[config.mk]
export PLATFORM = sky130hd
export DESIGN_NAME = conv_window_scheduler
export DESIGN_NICKNAME = d
export VERILOG_FILES = /design/src/rtl/conv_window_scheduler_pkg.sv /design/src/rtl/conv_window_scheduler_index.sv /design/src/rtl/conv_window_scheduler.sv
export SDC_FILE = /design/constraint.sdc
export NUM_CORES = 1
export LEC_CHECK = 0
export ABC_CLOCK_PERIOD_IN_PS = 2050
export BUFFER_PORTS_ARGS = -buffer_cell sky130_fd_sc_hd__buf_2
export CAP_MARGIN = 10
export CELL_PAD_IN_SITES_DETAIL_PLACEMENT = 1
export CELL_PAD_IN_SITES_GLOBAL_PLACEMENT = 2
export CORE_ASPECT_RATIO = 0.7
export CORE_MARGIN = 4
export CORE_UTILIZATION = 29
export CTS_CLUSTER_SIZE = 20
export DETAILED_ROUTE_END_ITERATION = 16
export PLACE_DENSITY = 0.85
export SETUP_SLACK_MARGIN = 0.05
export SYNTH_ARGS = -nofsm -noshare
export SYNTH_HDL_FRONTEND = slang
export SYNTH_SLANG_ARGS = --single-unit
[constraint.sdc]
create_clock -name clock_i -period 2.05 [get_ports clock_i]
set_input_delay 0.3075 -clock clock_i [delete_from_list [all_inputs] [get_ports clock_i]]
set_output_delay 0.3075 -clock clock_i [all_outputs]
set_load 0.1 [all_outputs]
[src/rtl/conv_window_scheduler_pkg.sv]
// rtl/conv_window_scheduler_pkg.sv - shared types and helpers for the conv window scheduler
package conv_window_scheduler_pkg;

    typedef enum logic [2:0] {
        IDLE,
        ISSUE,
        WAIT,
        WRITE,
        DONE
    } sched_state_t;

    localparam int RELU_MAX_W = 64;

    function automatic int calc_outsz(input int size, input int sizeker, input int stride);
        return (size - sizeker) / stride + 1;
    endfunction

    function automatic int calc_idx_w(input int size);
        return ($clog2(size) > 0) ? $clog2(size) : 1;
    endfunction

    // Operates on a wide container so one function serves every pixel width.
    function automatic logic [RELU_MAX_W-1:0] relu(input logic [RELU_MAX_W-1:0] data, input int width);
        return data[width-1] ? '0 : data;
    endfunction

endpackage

[src/rtl/conv_window_scheduler_index.sv]
// rtl/conv_window_scheduler_index.sv - raster walker over output positions with window origin
module window_index_counter #(
    parameter int OUTSZ  = 5,
    parameter int STRIDE = 1,
    parameter int IDX_W  = 3
) (
    input  logic             clock_i,
    input  logic             reset_i,
    input  logic             clear_i,
    input  logic             advance_i,
    output logic [IDX_W-1:0] out_row_o,
    output logic [IDX_W-1:0] out_col_o,
    output logic [IDX_W-1:0] win_row_o,
    output logic [IDX_W-1:0] win_col_o,
    output logic             last_o
);

    localparam logic [IDX_W-1:0] LAST_IDX = IDX_W'(OUTSZ - 1);
    localparam logic [IDX_W-1:0] STRIDE_W = IDX_W'(STRIDE);

    logic [IDX_W-1:0] row_q, row_d;
    logic [IDX_W-1:0] col_q, col_d;

    always_comb begin
        row_d = row_q;
        col_d = col_q;
        if (clear_i) begin
            row_d = '0;
            col_d = '0;
        end else if (advance_i) begin
            if (col_q == LAST_IDX) begin
                col_d = '0;
                row_d = (row_q == LAST_IDX) ? '0 : row_q + IDX_W'(1);
            end else begin
                col_d = col_q + IDX_W'(1);
            end
        end
    end

    always_ff @(posedge clock_i) begin
        if (reset_i) begin
            row_q <= '0;
            col_q <= '0;
        end else begin
            row_q <= row_d;
            col_q <= col_d;
        end
    end

    assign out_row_o = row_q;
    assign out_col_o = col_q;
    assign win_row_o = row_q * STRIDE_W;
    assign win_col_o = col_q * STRIDE_W;
    assign last_o    = (row_q == LAST_IDX) && (col_q == LAST_IDX);

endmodule

[src/rtl/conv_window_scheduler.sv]
// rtl/conv_window_scheduler.sv - drives one shared KxK conv engine across every output position
module conv_window_scheduler
    import conv_window_scheduler_pkg::*;
#(
    parameter  int SIZE      = 7,
    parameter  int SIZEKER   = 3,
    parameter  int WIDTH_BIT = 8,
    parameter  int STRIDE    = 1,
    parameter  int WAIT_MAX  = 15,
    localparam int OUTSZ     = calc_outsz(SIZE, SIZEKER, STRIDE),
    localparam int IDX_W     = calc_idx_w(SIZE)
) (
    input  logic                        clock_i,
    input  logic                        reset_i,
    input  logic                        start_i,
    output logic                        busy_o,
    output logic                        done_o,
    output logic                        error_o,
    output logic                        win_valid_o,
    input  logic                        win_ready_i,
    output logic [IDX_W-1:0]            win_row_o,
    output logic [IDX_W-1:0]            win_col_o,
    input  logic                        res_valid_i,
    input  logic signed [WIDTH_BIT-1:0] res_data_i,
    output logic                        out_we_o,
    output logic [IDX_W-1:0]            out_row_o,
    output logic [IDX_W-1:0]            out_col_o,
    output logic signed [WIDTH_BIT-1:0] out_data_o
);

    localparam int               WAIT_W    = $clog2(WAIT_MAX + 1);
    localparam logic [WAIT_W-1:0] WAIT_LAST = WAIT_W'(WAIT_MAX - 1);

    sched_state_t         state_q;
    logic                 busy_q;
    logic                 done_q;
    logic                 error_q;
    logic                 win_valid_q;
    logic                 out_we_q;
    logic [WAIT_W-1:0]    wait_cnt_q;
    logic [WIDTH_BIT-1:0] res_q;

    logic                 idx_clear;
    logic                 idx_advance;
    logic                 idx_last;
    logic [WIDTH_BIT-1:0] relu_res;

    assign idx_clear   = (state_q == IDLE) && start_i;
    assign idx_advance = (state_q == WRITE);
    assign relu_res    = WIDTH_BIT'(relu(RELU_MAX_W'($unsigned(res_data_i)), WIDTH_BIT));

    window_index_counter #(
        .OUTSZ (OUTSZ),
        .STRIDE(STRIDE),
        .IDX_W (IDX_W)
    ) u_index (
        .clock_i  (clock_i),
        .reset_i  (reset_i),
        .clear_i  (idx_clear),
        .advance_i(idx_advance),
        .out_row_o(out_row_o),
        .out_col_o(out_col_o),
        .win_row_o(win_row_o),
        .win_col_o(win_col_o),
        .last_o   (idx_last)
    );

    // A result arriving on the timeout cycle is checked first so it wins.
    always_ff @(posedge clock_i) begin
        if (reset_i) begin
            state_q     <= IDLE;
            busy_q      <= 1'b0;
            done_q      <= 1'b0;
            error_q     <= 1'b0;
            win_valid_q <= 1'b0;
            out_we_q    <= 1'b0;
            wait_cnt_q  <= '0;
            res_q       <= '0;
        end else begin
            case (state_q)
                IDLE: begin
                    if (start_i) begin
                        state_q     <= ISSUE;
                        busy_q      <= 1'b1;
                        win_valid_q <= 1'b1;
                        error_q     <= 1'b0;
                    end
                end
                ISSUE: begin
                    if (win_ready_i) begin
                        state_q     <= WAIT;
                        win_valid_q <= 1'b0;
                        wait_cnt_q  <= '0;
                    end
                end
                WAIT: begin
                    if (res_valid_i) begin
                        res_q    <= relu_res;
                        out_we_q <= 1'b1;
                        state_q  <= WRITE;
                    end else if (wait_cnt_q == WAIT_LAST) begin
                        res_q    <= '0;
                        error_q  <= 1'b1;
                        out_we_q <= 1'b1;
                        state_q  <= WRITE;
                    end else begin
                        wait_cnt_q <= wait_cnt_q + WAIT_W'(1);
                    end
                end
                WRITE: begin
                    out_we_q <= 1'b0;
                    if (idx_last) begin
                        state_q <= DONE;
                        done_q  <= 1'b1;
                    end else begin
                        state_q     <= ISSUE;
                        win_valid_q <= 1'b1;
                    end
                end
                DONE: begin
                    done_q  <= 1'b0;
                    busy_q  <= 1'b0;
                    state_q <= IDLE;
                end
                default: state_q <= IDLE;
            endcase
        end
    end

    assign busy_o      = busy_q;
    assign done_o      = done_q;
    assign error_o     = error_q;
    assign win_valid_o = win_valid_q;
    assign out_we_o    = out_we_q;
    assign out_data_o  = res_q;

endmodule

==> summary.md, run 1 <==
| Metric | Value |
|---|---|
| Status | complete, no violations |
| Clk root buf | clkbuf_8 |
| Flop pwr share | 0.512 |
| Synth-to-layout area growth | 18.1% |
| Sequential fraction of the synthesis area | 0.404 |
| Post-synth top flop | dfxtp_1 |
| GR Util All Layers | 0.129 |
| RSZ-0062 raised after global routing | false |
| Worst EP arrival | around 1.9 ns |
| Core box area | between 4000 and 5000 sq um |
| Static Leak | about 0.63 nW |
| CP max FO | 7 |
| DR iter-0 viols | 47 |
| Drt drc | 0 |
| Post-DP HPWL | around 2.4 mm |
| TritonCTS Buffers | 3 |
| Ant diodes | 0 |
| Hold Crit Class | in -> reg |
| Max_cap viols | 0 |
| Fin crit period | approximately 1.7 ns |
| Pint | approximately 700 uW |
| Actual slew at the worst max-slew pin | 0.538 ns |
| Asr flop ratio synth | 0 |
| CTS H-tree depth | 1 |
| Top Ports | 38 |
| Initial Util | 0.308 |
| Routability cong. | just under 0.8 |
| Post-synth top area share | 0.404 |
| Crit path max-delay cell type | a21oi_1 |
| Worst Setup Path Type | reg -> reg |
| Clock Path Buffers | 2 |
| Slew headroom | 0.641 |
| Hold Violations, Final | 0 |
| Number of synthesized flops with an enable pin | 0 |
| Leading area contributor after synthesis | dfxtp_1 |
| Layout Skew | 0.00411 ns |
| Clock power frac | 0.284 |
| Syn Inst Count | 138 |
| Die ar. | about 5400 sq um |
| Worst path top cell family by delay | compound AO/OA/AOI/OAI gates |
| Part of the power in combinational logic | 0.203 |
| Hold-fix buffer count after cts | 0 |
| Setup TNS | 0 ns |
| Slowest stage delay, CP | about 0.46 ns |
| Initial antenna violation count | 0 |
| Total Wirelength | 3.21 mm |
| Area contributors post-synth | dfxtp_1 (40%), ha_1 (6.1%), a22o_1 (5.0%), buf_4 (4.2%), nand2_1 (3.3%) |
| Synthesis warning total | 0 |
| Flops & latches, synth | 25 |
| Final Setup Violations | 0 |
| Crit path buffers/inverters | 1 |
| Post-DRT Antenna Nets | 0 |
| Post-synth cell types | 44 |
| Largest net degree at the start of global routing | 16 |
| Standard-cell rows | 19 |
| CP Data Required Time | between 2 and 2.5 ns |
| Dpl cells | between 200 and 250 |
| Nets | between 150 and 200 |
| Slew Limit Fails | 0 |
| Drt pass-1 iters | 4 |
| Non-filler cells, final | about 220 |
| Clk sink count | 25 |
| Layout cells sized above 1 | 0.295 |
| Max Freq | around 600 MHz |
| Global-route wire length before repair | around 5.6 mm |
| Worst skew pair latency | ~0.26 ns |
| Peak VDD IR | 298 uV |
| Most frequent cells in the layout | buf_2 (36), dfxtp_1 (21), nand2_1 (11) |
| Psw | 328 uW |
| Crit. End Element | register |
| Clk pin slew, worst setup/hold paths | approximately 0.090 ns |
| CTS resizes | 0 |
| Die H | around 63 um |
| Switching share of power | 0.320 |
| Via density | slightly above 5 |
| Global route overflow | 0 |
| P per Cell Area | between 700 and 800 nW/um^2 |
| Syn Area/Cell | 8.97 sq um |
| Routed via count | 1112 |
| Post-synth net total | between 150 and 200 |
| Commonest non-fill, non-tap cell in the layout | buf_2 |
| Post-CTS Repair Setup Buffers | 0 |
| Syn Std Cell Area | ~1200 sq um |
| Die width | 86.1 um |
| Number of global-route vias before repair | 1099 |
| Tcrit/Tclk final | 0.818 |
| CP Cell Sequence | inv_1 -> ha_1 -> a31o_2 -> a21oi_1 -> a22o_1 |
| Port Buf Inserts | 36 |
| CTS tree | done |
| Worst setup SP type | register |
| Avg WL per Cell | around 15 um |
per-layer routing:
| metal | global-route usage | wire length [um] | up-vias |
|---|---|---|---|
| met5 | 0 | 0 | - |
| met4 | 0.0296 | 27 | 0 |
| met3 | 0.0343 | 116 | 2 |
| met2 | 0.197 | 1440 | 19 |
| met1 | 0.178 | 1630 | 543 |
| li1 | - | - | 548 |
cells in the mapped netlist (2+ instances only):
master	n
a21oi_1	8
a221oi_1	2
a22o_1	7
a311oi_1	2
a31o_2	2
and3_1	2
buf_2	3
buf_4	7
clkbuf_1	3
dfxtp_1	25
ha_1	6
inv_1	9
nand2_1	11
nand2b_1	3
nand3_1	3
nand3b_1	3
nand4_1	2
nor2_1	9
nor3_1	2
o21ai_0	4
o31ai_1	2
metrics by stage:
| stage | hold WS, ns | setup slack (ns) | cell area (sq um) | util | power, mW |
|---|---|---|---|---|---|
| 6_report | 0.256 | 0.373 | 1460 | 0.364 | 1.02 |
| 5_1_grt | 0.244 | 0.177 | 1460 | 0.364 | 1.07 |
| 4_1_cts | 0.248 | 0.369 | 1460 | 0.364 | 1.04 |
| 3_5_place_dp | 0.459 | 0.394 | 1420 | 0.353 | 0.744 |
| 3_3_place_gp | 0.449 | 0.475 | 1420 | 0.353 | 0.740 |
| 2_1_floorplan | 0.440 | 0.229 | 1240 | - | 0.698 |
sequential cells by signal (all words and copies together), names as in the netlist:
signal	count
u_index.out_col_o	3
error_o	1
done_o	1
out_we_o	1
state_q	3
u_index.out_row_o	3
busy_o	1
wait_cnt_q	4
win_valid_o	1
out_data_o	7
power by group through the flow:
stage	Sequential [mW]	Combinational [mW]	Clock [mW]
2_1_floorplan	0.600	0.0976	0
3_3_place_gp	0.534	0.205	0
3_5_place_dp	0.536	0.208	0
4_1_cts	0.525	0.209	0.302
5_1_grt	0.529	0.222	0.323
6_report	0.525	0.208	0.291
logic make-up (layout without fill, tap and decap cells):
kind of cell / count (synthesis) / after routing / share of synthesized area
buffers and inverters: 22 / 50 / 0.0910
multiplexers: 1 / 1 / 0.00809
AO/OA/AOI/OAI: 37 / 37 / 0.216
flip-flops: 25 / 25 / 0.404
other: 1 / 1 / 0.00303
adder cells (fa/ha/maj): 6 / 6 / 0.0607
AND/OR/NAND/NOR: 46 / 46 / 0.216
final cells by class:
type | instances | area, sq um
flip-flops and latches | 25 | 505
clock buffers | 4 | 45.0
multi-input cells | 91 | 624
well taps | 52 | 65.1
fillers | 481 | 2560
inverters | 9 | 33.8
repair buffers | 37 | 188
final timing paths:
kind	slack, ns	to	depth (start not counted)	from
max reg2reg	0.37	out_data_o[4]	5	wait_cnt_q[0]
min	0.26	out_data_o[0]	2	res_data_i[0]
min reg2reg	0.46	win_valid_o	2	win_valid_o
max	0.37	out_data_o[4]	5	wait_cnt_q[0]
(Power assumes the default switching activity.)
==> inputs of run 2 (changes only) <==
--- a/config.mk
+++ b/config.mk
@@ -5,17 +5,17 @@
 export SDC_FILE = /design/constraint.sdc
 export NUM_CORES = 1
 export LEC_CHECK = 0
-export ABC_CLOCK_PERIOD_IN_PS = 2050
+export ABC_CLOCK_PERIOD_IN_PS = 1400
 export BUFFER_PORTS_ARGS = -buffer_cell sky130_fd_sc_hd__buf_2
 export CAP_MARGIN = 10
 export CELL_PAD_IN_SITES_DETAIL_PLACEMENT = 1
 export CELL_PAD_IN_SITES_GLOBAL_PLACEMENT = 2
 export CORE_ASPECT_RATIO = 0.7
 export CORE_MARGIN = 4
-export CORE_UTILIZATION = 29
+export CORE_UTILIZATION = 26
 export CTS_CLUSTER_SIZE = 20
 export DETAILED_ROUTE_END_ITERATION = 16
-export PLACE_DENSITY = 0.85
+export PLACE_DENSITY = 0.81
 export SETUP_SLACK_MARGIN = 0.05
 export SYNTH_ARGS = -nofsm -noshare
 export SYNTH_HDL_FRONTEND = slang
==> constraint.sdc (replaced) <==
create_clock -name clock_i -period 1.4 [get_ports clock_i]
set_input_delay 0.21 -clock clock_i [delete_from_list [all_inputs] [get_ports clock_i]]
set_output_delay 0.21 -clock clock_i [all_outputs]
set_load 0.1 [all_outputs]
==> run 2 against run 1 <==
  * The run now ends with setup timing left
  * Sequential cell count unchanged
  * Critical path depth down 2
  * Largest power group unchanged
  * Setup slack worse by 0.44 ns
==> summary.md, run 2 (same netlist as run 1, synthesis figures left out) <==
| Metric | Value |
|---|---|
| Most frequent cells in the layout | buf_2 (36), dfxtp_1 (15), buf_4 (14) |
| Hold-fix buffer count after cts | 0 |
| Initial antenna violation count | 0 |
| Dpl cells | 230 |
| Drt drc | 0 |
| Hold Crit Class | in -> reg |
| Layout Skew | 0.00427 ns |
| DP Worst Slack | -0.0591 ns |
| Final Setup Violations | 1 |
| Slew Limit Fails | 0 |
| Clk sink count | 25 |
| Layout cells sized above 1 | 0.494 |
| TritonCTS Buffers | 3 |
| Clk pin slew, worst setup/hold paths | about 0.10 ns |
| Total Wirelength | between 3 and 4 mm |
| DR iter-0 viols | 37 |
| Fin crit period | around 1.5 ns |
| Worst Setup Path Type | reg -> reg |
| Max Freq | between 600 and 700 MHz |
| Pint | approximately 1.1 mW |
| Port Buf Inserts | 36 |
| Total Power | roughly 1.6 mW |
| Clock Path Buffers | 2 |
| Static Leak | between 0.7 and 0.8 nW |
| Tcrit/Tclk final | 1.04 |
| Non-filler cells, final | 235 |
| Crit. End Element | register |
| Nets | 200 |
| P per Cell Area | approximately 930 nW/um^2 |
| Max reg flops | 7 |
| Clk root buf | clkbuf_8 |
| Peak VDD IR | approximately 320 uV |
| Synth-to-layout area growth | 38.6% |
| Post-DP HPWL | 2.90 mm |
| Routability cong. | 0.810 |
| Max_cap viols | 0 |
| CP Cell Sequence | or4b_4 -> or4_4 -> o31ai_2 |
| Switching share of power | 0.339 |
| Worst r2r path cells | 3 |
| Via density | ~5 |
| CTS tree | done |
| Slowest stage delay, CP | ~0.54 ns |
| Hold path depth | 2 |
| Ant diodes | 0 |
| Global-route wire length before repair | roughly 6.4 mm |
| Failing checks | setup timing |
| Fin worst setup slack | -0.0618 ns |
| Status | complete, but fails checks |
| Commonest non-fill, non-tap cell in the layout | buf_2 |
| Die width | between 90 and 100 um |
| RSZ-0062 raised after global routing | true |
| Largest net degree at the start of global routing | 15 |
| Global route overflow | 0 |
| Drt pass-1 iters | 4 |
| Worst EP arrival | ~1.7 ns |
| Number of global-route vias before repair | 1275 |
| GR Util All Layers | 0.134 |
| Psw | approximately 540 uW |
| FF-to-FF End | wait_cnt_q[0] |
| Avg WL per Cell | ~16 um |
| Core box area | around 4500 sq um |
| Die H | 65.7 um |
| Die ar. | approximately 5900 sq um |
| R2r setup slk | -0.06 ns |
| Hold path endpoint | out_data_o[0] |
| Standard-cell rows | 20 |
| Worst setup SP type | register |
| Flop pwr share | 0.465 |
| Top Ports | 38 |
| Hold Violations, Final | 0 |
| Crit path max-delay cell type | or4b_4 |
| Clock power frac | 0.282 |
| Filler cell count in the final layout | 521 |
| Worst skew pair latency | between 0.2 and 0.3 ns |
| Part of the power in combinational logic | 0.253 |
| CTS H-tree depth | 1 |
| Initial Util | 0.278 |
| Post-DRT Antenna Nets | 0 |
| CP Data Required Time | 1.59 ns |
| Worst-case hold slack | 0.146 ns |
| Hold_sp | res_data_i[0] |
| Routed via count | approximately 1200 |
| FF-to-FF Start | state_q[0] |
| CP max FO | 2 |
## run 2: cell count changes in the layout (fill, tap and decap cells not counted), moves of 2 or more
cell	before	now
buf_4	1	14
dfxtp_1	21	15
dfxtp_4	0	6
inv_1	9	4
ha_1	6	3
ha_4	0	3
inv_2	0	3
a21oi_1	8	6
a21oi_2	0	2
inv_4	0	2
## run 2: routing by layer
layer / global-route usage / routed length (um) / vias up
met4: 0.0382 / 36 / 0
met1: 0.174 / 1880 / 579
li1: - / - / 580
met3: 0.0309 / 98 / 4
met2: 0.225 / 1810 / 15
met5: 0 / 0 / -
## run 2: how the worst max path moves through the flow
stage | start | end | slack [ns] | cells after the start
after global placement | state_q[2] | wait_cnt_q[0] | -0.0008 | 3
final | state_q[0] | wait_cnt_q[0] | -0.06 | 3
after global routing | state_q[0] | wait_cnt_q[0] | -0.09 | 3
after floorplan | u_index.out_row_o[1] | state_q[0] | -0.01 | 5
after CTS | state_q[2] | wait_cnt_q[0] | -0.08 | 3
after detailed placement | state_q[2] | wait_cnt_q[3] | -0.06 | 4
## run 2: cell type report
class                   count  area (sq um)  area share
repair buffers             51           297       0.173
flip-flops and latches     25           528       0.308
well taps                  55          68.8      0.0401
clock buffers               3          41.3      0.0241
inverters                   9          38.8      0.0226
multi-input cells          91           737       0.430
clock inverters             1          5.00     0.00292
## run 2: critical path, delay by kind of cell, from the launching register on
kind            cells  cell delay [ns]
compound gates      1             0.07
flops               1             0.33
simple gates        2             0.97
## run 2: metrics by stage
stage | utilization | TNS, ns | cell area (sq um)
2_1_floorplan | - | -0.0105 | 1330
3_3_place_gp | 0.360 | -0.000759 | 1600
3_5_place_dp | 0.360 | -0.151 | 1600
4_1_cts | 0.375 | -0.105 | 1670
5_1_grt | 0.385 | -0.443 | 1720
6_report | 0.385 | -0.0618 | 1720
## run 2: power groups by stage
stage / registers, mW / clock network (mW) / logic, mW
2_1_floorplan: 0.870 / 0 / 0.156
3_3_place_gp: 0.754 / 0 / 0.371
3_5_place_dp: 0.757 / 0 / 0.384
4_1_cts: 0.742 / 0.473 / 0.392
5_1_grt: 0.745 / 0.499 / 0.433
6_report: 0.742 / 0.450 / 0.405
## run 2: what timing repair did
item | CTS | global route
endpoints found under the hold margin | 0 | 0
pin swaps | 1 | 4
resized for setup | 5 | 9
endpoints found under the setup margin | 14 | 16
setup buffers | 1 | 0
==> inputs of run 3 (changes only) <==
--- a/config.mk
+++ b/config.mk
@@ -5,6 +5,7 @@
 export SDC_FILE = /design/constraint.sdc
 export NUM_CORES = 1
 export LEC_CHECK = 0
+export ABC_AREA = 1
 export ABC_CLOCK_PERIOD_IN_PS = 1400
 export BUFFER_PORTS_ARGS = -buffer_cell sky130_fd_sc_hd__buf_2
 export CAP_MARGIN = 10
@@ -12,10 +13,10 @@
 export CELL_PAD_IN_SITES_GLOBAL_PLACEMENT = 2
 export CORE_ASPECT_RATIO = 0.7
 export CORE_MARGIN = 4
-export CORE_UTILIZATION = 26
+export CORE_UTILIZATION = 25
 export CTS_CLUSTER_SIZE = 20
 export DETAILED_ROUTE_END_ITERATION = 16
-export PLACE_DENSITY = 0.81
+export PLACE_DENSITY = 0.82
 export SETUP_SLACK_MARGIN = 0.05
 export SYNTH_ARGS = -nofsm -noshare
 export SYNTH_HDL_FRONTEND = slang
==> run 3 against run 2 <==
  * The run now ends clean
  * Total power rose by 62%
  * Sequential share of layout area rose by 0.72 points
  * Die area rose by 7.1%
  * Final area fell by 3.4%
==> summary.md, run 3 <==
| Metric | Value |
|---|---|
| Clk sink count | 25 |
| Peak VDD IR | roughly 610 uV |
| Setup TNS | 0 ns |
| Via density | approximately 4.3 |
| Drt drc | 0 |
| Synthesis warning total | 0 |
| Post-synth cell types | 24 |
| Total Wirelength | 3.46 mm |
| Number of global-route vias before repair | between 1000 and 1500 |
| R2r setup slk | between 0.07 and 0.08 ns |
| Syn Area/Cell | around 7.4 sq um |
| Most frequent cells in the layout | nand2_1 (38), buf_2 (36), a21oi_1 (17) |
| Post-DRT Antenna Nets | 0 |
| Most frequent cell after synthesis | nand2_1 |
| Crit path max-delay cell type | dfxtp_1 |
| Initial Util | 0.264 |
| Total Power | ~2.6 mW |
| Synth-to-layout area growth | 29.0% |
| Worst EP arrival | between 1 and 1.5 ns |
| Slowest stage delay, CP | 0.39 ns |
| GR Util All Layers | 0.107 |
| DR iter-0 viols | 36 |
| Worst-case hold slack | roughly 0.17 ns |
| Syn Inst Count | around 170 |
| Initial antenna violation count | 0 |
| Ant diodes | 0 |
| Commonest non-fill, non-tap cell in the layout | nand2_1 |
| Avg WL per Cell | 12.3 um |
| Static Leak | between 0.7 and 0.8 nW |
| Top Ports | 38 |
| Number of synthesized flops with an enable pin | 0 |
| Largest net degree at the start of global routing | 17 |
| Worst skew pair latency | 0.27 ns |
| Status | complete, no violations |
| DP Worst Slack | 0.0523 ns |
| Post-DP HPWL | 2.65 mm |
| CP max FO | 5 |
| Global-route wire length before repair | around 5.3 mm |
| Die H | a little under 70 um |
| Worst setup SP type | register |
| Port Buf Inserts | 36 |
| FF-to-FF Start | state_q[0] |
| Drt pass-1 iters | 4 |
| CTS tree | done |
| Routed via count | ~1200 |
| Clk pin slew, worst setup/hold paths | approximately 0.09 ns |
| Crit. End Element | register |
| Slew Limit Fails | 0 |
| Tcrit/Tclk final | 0.946 |
| Die ar. | approximately 6400 sq um |
| Asr flop ratio synth | 0 |
| Syn Std Cell Area | 1280 sq um |
| Final Setup Violations | 0 |
| CTS H-tree depth | 1 |
| Worst Setup Path Type | reg -> reg |
| Hold Violations, Final | 0 |
| CP startpoint | state_q[0] |
| Area contributors post-synth | dfxtp_1 (39%), nand2_1 (13%), a21oi_1 (6.6%), ha_1 (5.8%), nor2_1 (5.0%) |
| Die width | ~94 um |
| Leading area contributor after synthesis | dfxtp_1 |
| Clk root buf | clkbuf_8 |
| Max reg flops | 7 |
| Nets | roughly 230 |
| FF-to-FF End | wait_cnt_q[0] |
| Fin crit period | approximately 1.3 ns |
| Worst r2r path cells | 6 |
| Critical Path End | wait_cnt_q[0] |
| Flops & latches, synth | 25 |
| RSZ-0062 raised after global routing | true |
| Fin worst setup slack | ~0.075 ns |
| Hold path depth | 3 |
| Max Freq | 755 MHz |
| Max_cap viols | 0 |
| Post-synth top flop | dfxtp_1 |
| Hold Crit Class | in -> reg |
| CP Cell Sequence | inv_2 -> nor2_1 -> nand3_2 -> buf_4 -> nand4_1 -> a21oi_2 |
| Post-synth top area share | 0.390 |
| Routability cong. | roughly 0.78 |
| TritonCTS Buffers | 3 |
| Global route overflow | 0 |
| CP Data Required Time | 1.56 ns |
| Standard-cell rows | 21 |
| P per Cell Area | around 1600 nW/um^2 |
| Commonest cells in the netlist | nand2_1 (43), dfxtp_1 (25), a21oi_1 (17), nor2_1 (17), inv_1 (15) |
| Sequential fraction of the synthesis area | 0.390 |
| Core box area | between 4000 and 5000 sq um |
| Layout Skew | about 0.0026 ns |
| Post-synth net total | approximately 190 |
| Layout cells sized above 1 | 0.406 |
| Clock Path Buffers | 2 |
run 3: timing repair:
| action | in CTS | in global routing |
|---|---|---|
| endpoints found under the setup margin | 7 | 19 |
| pin swaps | 1 | 3 |
| buffers inserted | 2 | 3 |
| gates resized for setup | 1 | 13 |
| hold buffers | 0 | 0 |
run 3: area by class of cell:
type                    count  area, sq um
clock buffers               3         41.3
clock inverters             1         5.00
fillers                   623         3200
inverters                  18         67.6
multi-input cells         120          683
flip-flops and latches     25          522
well taps                  69         86.3
repair buffers             45          251
run 3: how the worst min path moves through the flow:
| stage | from | end | slack [ns] |
|---|---|---|---|
| 2_1_floorplan | res_data_i[0] | out_data_o[0] | 0.35 |
| 3_3_place_gp | error_o | error_o | 0.44 |
| 3_5_place_dp | error_o | error_o | 0.44 |
| 6_report | res_data_i[0] | out_data_o[0] | 0.17 |
| 4_1_cts | res_data_i[0] | out_data_o[0] | 0.17 |
| 5_1_grt | res_data_i[4] | out_data_o[4] | 0.16 |
run 3: through the flow:
| step | cell area (sq um) | util | std cells |
|---|---|---|---|
| after floorplan | 1310 | - | 173 |
| after global placement | 1540 | 0.316 | 272 |
| after detailed placement | 1540 | 0.316 | 272 |
| after CTS | 1600 | 0.330 | 278 |
| after global routing | 1660 | 0.341 | 281 |
| final | 1660 | 0.341 | 281 |
run 3: cell families (layout without fill, tap and decap cells):
kind of cell | Yosys count | count (layout) | synth area share
simple gates | 88 | 88 | 0.331
buf+inv | 28 | 67 | 0.105
flops | 25 | 25 | 0.390
compound gates | 23 | 23 | 0.0984
fa+ha+maj | 6 | 6 | 0.0585
xor+xnor | 2 | 2 | 0.0136
other cells | 1 | 1 | 0.00292
run 3: where the power goes:
group | switching [mW] | leakage (nW) | internal (mW)
clock | 0.242 | 0.0255 | 0.199
sequential | 0.0771 | 0.209 | 0.805
combinational | 0.927 | 0.493 | 0.329
run 3: layer usage:
layer  global-route usage  vias up  part of all wire
met1                0.156      538              0.52
li1                     -      625                 -
met4               0.0162        0            0.0061
met3               0.0297        5             0.056
met2                0.159       30              0.42
met5                    0        -                 0
run 3: worst max-delay path: cells and delay by family, from the launching register on:
| family | cells | cell delay [ns] |
|---|---|---|
| AOI/OAI and AO/OA | 1 | 0.06 |
| buffers and inverters | 2 | 0.26 |
| DFF | 1 | 0.39 |
| and+or+nand+nor | 3 | 0.51 |
